--- src/rtl/risc16_mc_ctrl.sv ---
// Multi-cycle control unit for the RiSC-16 datapath. It sequences FETCH/DECODE/EXEC/MEM/WB
// over a handshaked memory port. Define RISC16_HALT_EN to make JALR with nonzero imm7 halt.

`ifndef ALU_FUNCT_LEN
`define ALU_FUNCT_LEN 2
`endif
`ifndef ALU_ADD
`define ALU_ADD 2'd0
`endif
`ifndef ALU_NAND
`define ALU_NAND 2'd1
`endif
`ifndef ALU_PASSA
`define ALU_PASSA 2'd2
`endif
`ifndef ALU_SUB
`define ALU_SUB 2'd3
`endif

module risc16_mc_ctrl (
  input  logic                      clk,
  input  logic                      rst,
  input  logic                      run,
  input  logic [2:0]                ir_opcode,
  input  logic [6:0]                ir_imm7,
  input  logic                      alu_state,
  input  logic                      mem_ready,
  output logic                      mem_req,
  output logic                      mem_we,
  output logic                      mem_addr_sel,
  output logic                      ir_we,
  output logic                      pc_we,
  output logic [1:0]                pc_sel,
  output logic                      rf_we,
  output logic [1:0]                rf_wsel,
  output logic [`ALU_FUNCT_LEN-1:0] alu_funct,
  output logic [1:0]                alu_asel,
  output logic [1:0]                alu_bsel,
  output logic                      busy,
  output logic                      halted
);

  typedef enum logic [2:0] {
    S_IDLE, S_FETCH, S_DECODE, S_EXEC, S_MEM, S_WB, S_HALTED
  } state_t;

  localparam logic [2:0] OP_ADD  = 3'd0;
  localparam logic [2:0] OP_ADDI = 3'd1;
  localparam logic [2:0] OP_NAND = 3'd2;
  localparam logic [2:0] OP_LUI  = 3'd3;
  localparam logic [2:0] OP_SW   = 3'd4;
  localparam logic [2:0] OP_LW   = 3'd5;
  localparam logic [2:0] OP_BEQ  = 3'd6;
  localparam logic [2:0] OP_JALR = 3'd7;

  localparam logic [1:0] PC_INC    = 2'd0;
  localparam logic [1:0] PC_BRANCH = 2'd1;
  localparam logic [1:0] PC_ALU    = 2'd2;

  localparam logic [1:0] WSEL_ALU = 2'd0;
  localparam logic [1:0] WSEL_MEM = 2'd1;
  localparam logic [1:0] WSEL_PC1 = 2'd2;

  localparam logic [1:0] ASEL_REGB = 2'd0;
  localparam logic [1:0] ASEL_REGA = 2'd1;
  localparam logic [1:0] ASEL_IMM  = 2'd2;
  localparam logic [1:0] BSEL_REGC = 2'd0;
  localparam logic [1:0] BSEL_IMM  = 2'd1;
  localparam logic [1:0] BSEL_REGB = 2'd2;

  localparam logic [`ALU_FUNCT_LEN-1:0] F_ADD   = `ALU_ADD;
  localparam logic [`ALU_FUNCT_LEN-1:0] F_NAND  = `ALU_NAND;
  localparam logic [`ALU_FUNCT_LEN-1:0] F_PASSA = `ALU_PASSA;
  localparam logic [`ALU_FUNCT_LEN-1:0] F_SUB   = `ALU_SUB;

  state_t state, state_nxt;
  state_t boundary;
  logic   halt_req;

  logic [`ALU_FUNCT_LEN-1:0] dec_funct;
  logic [1:0]                dec_asel;
  logic [1:0]                dec_bsel;

`ifdef RISC16_HALT_EN
  assign halt_req = (ir_imm7 != 7'd0);
  assign halted   = (state == S_HALTED);
`else
  logic unused_imm7;
  assign unused_imm7 = ^ir_imm7;
  assign halt_req    = 1'b0;
  assign halted      = 1'b0;
`endif

  assign busy     = (state != S_IDLE) && (state != S_HALTED);
  assign boundary = run ? S_FETCH : S_IDLE;

  // NOTE: sequential state uses non-blocking assignment so every flop samples pre-edge values.
  always_ff @(posedge clk or posedge rst) begin
    if (rst) state <= S_IDLE;
    else     state <= state_nxt;
  end

  // ALU setup per opcode; reused unchanged in WB so the result stays stable for the write.
  always_comb begin
    dec_funct = F_ADD;
    dec_asel  = ASEL_REGB;
    dec_bsel  = BSEL_REGC;
    case (ir_opcode)
      OP_ADD:  ;
      OP_ADDI: dec_bsel = BSEL_IMM;
      OP_NAND: dec_funct = F_NAND;
      OP_LUI: begin
        dec_funct = F_PASSA;
        dec_asel  = ASEL_IMM;
      end
      OP_SW, OP_LW: dec_bsel = BSEL_IMM;
      OP_BEQ: begin
        dec_funct = F_SUB;
        dec_asel  = ASEL_REGA;
        dec_bsel  = BSEL_REGB;
      end
      OP_JALR: dec_funct = F_PASSA;
      default: ;
    endcase
  end

  // NOTE: every combinational output gets a default first, so no path leaves a latch behind.
  always_comb begin
    state_nxt    = state;
    mem_req      = 1'b0;
    mem_we       = 1'b0;
    mem_addr_sel = 1'b0;
    ir_we        = 1'b0;
    pc_we        = 1'b0;
    pc_sel       = PC_INC;
    rf_we        = 1'b0;
    rf_wsel      = WSEL_ALU;
    alu_funct    = F_ADD;
    alu_asel     = ASEL_REGB;
    alu_bsel     = BSEL_REGC;

    case (state)
      S_IDLE: if (run) state_nxt = S_FETCH;

      S_FETCH: begin
        mem_req = 1'b1;
        if (mem_ready) begin
          ir_we     = 1'b1;
          state_nxt = S_DECODE;
        end
      end

      S_DECODE: state_nxt = S_EXEC;

      S_EXEC: begin
        alu_funct = dec_funct;
        alu_asel  = dec_asel;
        alu_bsel  = dec_bsel;
        case (ir_opcode)
          OP_SW, OP_LW: state_nxt = S_MEM;
          OP_BEQ: begin
            pc_we     = 1'b1;
            pc_sel    = alu_state ? PC_BRANCH : PC_INC;
            state_nxt = boundary;
          end
          OP_JALR: begin
            if (halt_req) begin
              state_nxt = S_HALTED;
            end else begin
              // Link value is PC+1 of the current PC, written in the same cycle PC moves.
              pc_we     = 1'b1;
              pc_sel    = PC_ALU;
              rf_we     = 1'b1;
              rf_wsel   = WSEL_PC1;
              state_nxt = boundary;
            end
          end
          default: state_nxt = S_WB;
        endcase
      end

      S_MEM: begin
        alu_funct    = F_ADD;
        alu_asel     = ASEL_REGB;
        alu_bsel     = BSEL_IMM;
        mem_req      = 1'b1;
        mem_addr_sel = 1'b1;
        mem_we       = (ir_opcode == OP_SW);
        if (mem_ready) begin
          if (ir_opcode == OP_SW) begin
            pc_we     = 1'b1;
            pc_sel    = PC_INC;
            state_nxt = boundary;
          end else begin
            state_nxt = S_WB;
          end
        end
      end

      S_WB: begin
        alu_funct = dec_funct;
        alu_asel  = dec_asel;
        alu_bsel  = dec_bsel;
        rf_we     = 1'b1;
        rf_wsel   = (ir_opcode == OP_LW) ? WSEL_MEM : WSEL_ALU;
        pc_we     = 1'b1;
        pc_sel    = PC_INC;
        state_nxt = boundary;
      end

      S_HALTED: state_nxt = S_HALTED;

      default: state_nxt = S_IDLE;
    endcase
  end

endmodule

--- config.mk ---
export PLATFORM = sky130hd
export DESIGN_NAME = risc16_mc_ctrl
export DESIGN_NICKNAME = d
export VERILOG_FILES = /design/src/rtl/risc16_mc_ctrl.sv
export SDC_FILE = /design/constraint.sdc
export NUM_CORES = 1
export LEC_CHECK = 0
export BUFFER_PORTS_ARGS = -buffer_cell sky130_fd_sc_hd__buf_2
export CAP_MARGIN = 20
export CELL_PAD_IN_SITES_DETAIL_PLACEMENT = 0
export CELL_PAD_IN_SITES_GLOBAL_PLACEMENT = 1
export CORE_MARGIN = 5
export CORE_UTILIZATION = 31
export CTS_BUF_LIST = sky130_fd_sc_hd__clkbuf_4 sky130_fd_sc_hd__clkbuf_8
export CTS_CLUSTER_DIAMETER = 50
export DETAILED_ROUTE_END_ITERATION = 16
export PLACE_DENSITY_LB_ADDON = 0.12
export SETUP_SLACK_MARGIN = 0.15
export SLEW_MARGIN = 10
export SYNTH_ARGS = -nofsm -noshare
export SYNTH_HDL_FRONTEND = slang
export SYNTH_SLANG_ARGS = --single-unit
--- constraint.sdc ---
create_clock -name clk -period 3.5 [get_ports clk]
set_clock_uncertainty 0.15 [all_clocks]
set_input_delay 0.7 -clock clk [delete_from_list [all_inputs] [get_ports clk]]
set_output_delay 0.7 -clock clk [all_outputs]
set_load 0.1 [all_outputs]
==> metrics.txt <==
# TYPE chip_impl_metric gauge
chip_impl_metric{name="max_slew_margin",unit=""} 0.635
chip_impl_info{name="clock_tree_from_tritoncts",value="built"} 1
chip_impl_metric{name="async_flop_share",unit=""} 1.00
chip_impl_metric{name="worstMarginPinSlew",unit="ps"} 548
chip_impl_metric{name="yosys_register_bits",unit=""} 3
chip_impl_metric{name="power.ir.vdd_worst",unit="mV"} 0.585
chip_impl_info{name="crit_path_cell_trace",value="and2b_2 > nand4_2 > nor3b_2 > buf_2"} 1
chip_impl_metric{name="crit_path_max_incr_delay",unit="ps"} 670
chip_impl_metric{name="clkSlewWorstSetupHoldPaths",unit="ps"} 40
chip_impl_info{name="setup_repair_after_global_routing_missed_its_margin",value="no"} 1
chip_impl_metric{name="fraction_of_layout_instances_using_a_drive_strength_above_1",unit=""} 0.554
chip_impl_metric{name="place_hpwl",unit="um"} 999
chip_impl_metric{name="ctsHoldBuffers",unit=""} 0
chip_impl_info{name="synthDominantAreaCellType",value="dfrtp_1"} 1
chip_impl_metric{name="die-area",unit="sq mm"} 0.00259
chip_impl_metric{name="cellLeakagePower",unit="nW"} 0.309
chip_impl_metric{name="fp.coreArea",unit="sq mm"} 0.00154
chip_impl_metric{name="floorplan.die.height",unit="um"} 50.9
chip_impl_info{name="max_flop_register",value="state"} 1
chip_impl_metric{name="yosys.cell_types.count",unit=""} 32
chip_impl_metric{name="stdcell_count",unit=""} 99
chip_impl_metric{name="numClockSinks",unit=""} 3
chip_impl_metric{name="yosys.area.top_type_share",unit=""} 0.145
chip_impl_metric{name="final_cycle_utilization_of_the_critical_path",unit=""} 0.822
chip_impl_info{name="synth.cells.most_frequent",value="nand2_1, nor2_1, buf_4, inv_1, nor3b_2"} 1
chip_impl_metric{name="grt_pass1_vias",unit=""} 459
chip_impl_metric{name="rows",unit=""} 14
chip_impl_metric{name="final_setup_violation_count",unit=""} 0
chip_impl_metric{name="syn_inst",unit=""} 63
chip_impl_metric{name="post_synthesis_instance_area",unit="sq um"} 518
chip_impl_metric{name="viasPerCell",unit=""} 4.93
chip_impl_metric{name="critical_path.max_fanout",unit=""} 16
chip_impl_metric{name="synth.avg_cell_area",unit="sq um"} 8.22
chip_impl_info{name="timing.setup.critical_path_class",value="reg2out"} 1
chip_impl_metric{name="numCtsBuffers",unit=""} 3
chip_impl_metric{name="post_cts_resize_count",unit=""} 0
chip_impl_metric{name="route.final.wire_length",unit="um"} 1260
chip_impl_metric{name="post_place_cells",unit=""} 95
chip_impl_metric{name="effective_utilization_at_floorplan",unit=""} 0.336
chip_impl_metric{name="utilization",unit=""} 0.416
chip_impl_metric{name="multiInputGateArea",unit="sq um"} 380
chip_impl_metric{name="final_hold_violations",unit=""} 0
chip_impl_metric{name="grt_antenna_before_repair",unit=""} 0
chip_impl_metric{name="maxCapViolations",unit=""} 0
chip_impl_metric{name="period_needed",unit="ps"} 2880
chip_impl_metric{name="cp_data_required_time",unit="ps"} 2650
chip_impl_metric{name="max_ffs_per_register",unit=""} 3
chip_impl_info{name="endpoint_kind",value="output port"} 1
chip_impl_metric{name="cts_setup_buffers",unit=""} 0
chip_impl_metric{name="initialDrtViolationCount",unit=""} 6
chip_impl_metric{name="final_antenna_net_count",unit=""} 0
chip_impl_metric{name="grt_start_max_net_pins",unit=""} 17
chip_impl_info{name="worst_hold_path_type",value="in2async"} 1
chip_impl_info{name="clock_tree.root_cell",value="clkbuf_4"} 1
chip_impl_metric{name="grt_first_pass_wirelength",unit="um"} 2110
chip_impl_metric{name="cp.arrival",unit="ps"} 2030
chip_impl_metric{name="powerDensity",unit="mW/mm^2"} 1090
chip_impl_info{name="registers_with_the_highest_flip_flop_counts",value="state (3)"} 1
chip_impl_metric{name="mappedNetlistNets",unit=""} 78
chip_impl_metric{name="nets",unit=""} 99
chip_impl_info{name="setup.worst_path.start_class",value="register"} 1
chip_impl_info{name="synth.area.top_cells",value="dfrtp_1, nor3b_2, buf_6, buf_4, xor2_4"} 1
chip_impl_metric{name="clock_insertion_delay_worst_skew",unit="ps"} 230
chip_impl_metric{name="fin_tns_setup",unit="ps"} 0
chip_impl_metric{name="post_drt_wl_per_cell",unit="um"} 12.7
chip_impl_metric{name="grt_overflow",unit=""} 0
chip_impl_metric{name="combined_flip_flop_and_latch_cell_area",unit="sq um"} 75.1
chip_impl_metric{name="flow.area_growth_from_synthesis",unit="%"} 23.7
chip_impl_info{name="synth_ff_type",value="dfrtp_1"} 1
chip_impl_metric{name="cts.htree.levels",unit=""} 1
chip_impl_info{name="synth_most_common_cell",value="nand2_1"} 1
chip_impl_info{name="crit_path_top_delay_cell",value="dfrtp_1"} 1
chip_impl_metric{name="synth.yosys.seq_area_share",unit=""} 0.145
chip_impl_metric{name="num_io_pins",unit=""} 33
chip_impl_metric{name="maximum_buffer_depth_of_the_clock_tree",unit=""} 2
chip_impl_metric{name="report.final.slew_viol_count",unit=""} 0
chip_impl_metric{name="first_pass_iters",unit=""} 4
chip_impl_metric{name="route.vias.total",unit=""} 488
chip_impl_metric{name="remaining_drc_errors",unit=""} 0
chip_impl_metric{name="port_buffers",unit=""} 24
chip_impl_metric{name="maxClockFrequency",unit="GHz"} 0.348
chip_impl_metric{name="grt_util_all_layers",unit=""} 0.101
chip_impl_info{name="result_of_the_run",value="finished, final reports clean"} 1
chip_impl_metric{name="design_power_total",unit="mW"} 0.700
chip_impl_metric{name="hold_slack",unit="ps"} 173
chip_impl_metric{name="weighted_congestion_at_the_end_of_routability_driven_global_placement",unit=""} 0.731
chip_impl_metric{name="number_of_synthesized_flops_with_an_enable_pin",unit=""} 0
chip_impl_metric{name="count_of_yosys_warnings_during_synthesis",unit=""} 0
chip_impl_metric{name="antennaDiodeCount",unit=""} 0
chip_impl_metric{name="fp.dieW",unit="um"} 50.9
chip_impl_metric{name="fillCellCount",unit=""} 188
## report_power, final
group | total, mW | internal (mW) | switching, mW | leakage, nW
Clock | 0.0676 | 0.0504 | 0.0173 | 0.0184
Combinational | 0.523 | 0.122 | 0.401 | 0.253
Sequential | 0.109 | 0.0489 | 0.0604 | 0.0381
Total | 0.700 | 0.221 | 0.479 | 0.309
## path summary, 6_finish.rpt
check | start | to | slack, ps | cells past startpoint
worst max-delay path | state[0] | pc_sel[0] | 620 | 4
worst min-delay path | rst | state[1] | 170 | 2
worst max register to register | state[2] | state[2] | 1900 | 4
worst min register to register | state[0] | state[1] | 690 | 1
max in group asynchronous | rst | state[0] | 2900 | 2
min in group clk | mem_ready | state[2] | 600 | 2
## cells by family (layout without fill, tap and decap cells)
family	after synthesis	in the layout	synth area share
compound gates	17	17	0.227
xor+xnor	1	1	0.0531
buf+inv	12	32	0.162
flops	3	3	0.145
other cells	1	1	0.00724
simple gates	29	29	0.406
## cell type report
| cell class | instances | area share |
|---|---|---|
| sequential | 3 | 0.117 |
| tap | 16 | 0.0313 |
| clock buffer | 4 | 0.0469 |
| timing repair buffer | 24 | 0.187 |
| multi-input combinational | 48 | 0.594 |
| inverter | 4 | 0.0234 |
## placed cells by master, fill, tap and decap left out
master     n
o21ai_0    1
nor2_2     2
nand2_1    7
o21a_1     2
o21bai_1   1
o32ai_2    1
or2_2      1
o21ai_2    2
nand4_2    1
o32ai_1    1
a21oi_1    3
buf_2     24
clkbuf_4   4
dfrtp_1    3
xor2_4     1
nand3_4    1
a311oi_1   1
nor4b_2    1
and3b_1    1
a31oi_1    1
o211ai_1   1
nor3b_2    4
o21ai_1    2
and2_1     2
nor3_2     2
o21bai_2   1
nor2_1     3
inv_1      4
nor2b_1    2
and2b_2    1
nand2b_1   1
conb_1     1
## through the flow
step | setup WS [ps] | area [sq um]
finish | 624 | 641
global route | 492 | 641
CTS | 609 | 641
detailed placement | 776 | 611
global placement | 763 | 611
floorplan | 234 | 539
## layer usage
| layer | part of all wire | global-route usage | vias up |
|---|---|---|---|
| li1 | - | - | 255 |
| met1 | 0.49 | 0.146 | 221 |
| met2 | 0.44 | 0.136 | 12 |
| met3 | 0.067 | 0.0494 | 0 |
| met4 | 0 | 0.0128 | 0 |
| met5 | 0 | 0 | - |
## worst max-delay path, delay by kind of cell (launching register included)
family / cells / cell delay (ps)
simple gates: 3 / 670
flops: 1 / 670
buf+inv: 1 / 440
Note: power is estimated with default switching activity, not from simulation.
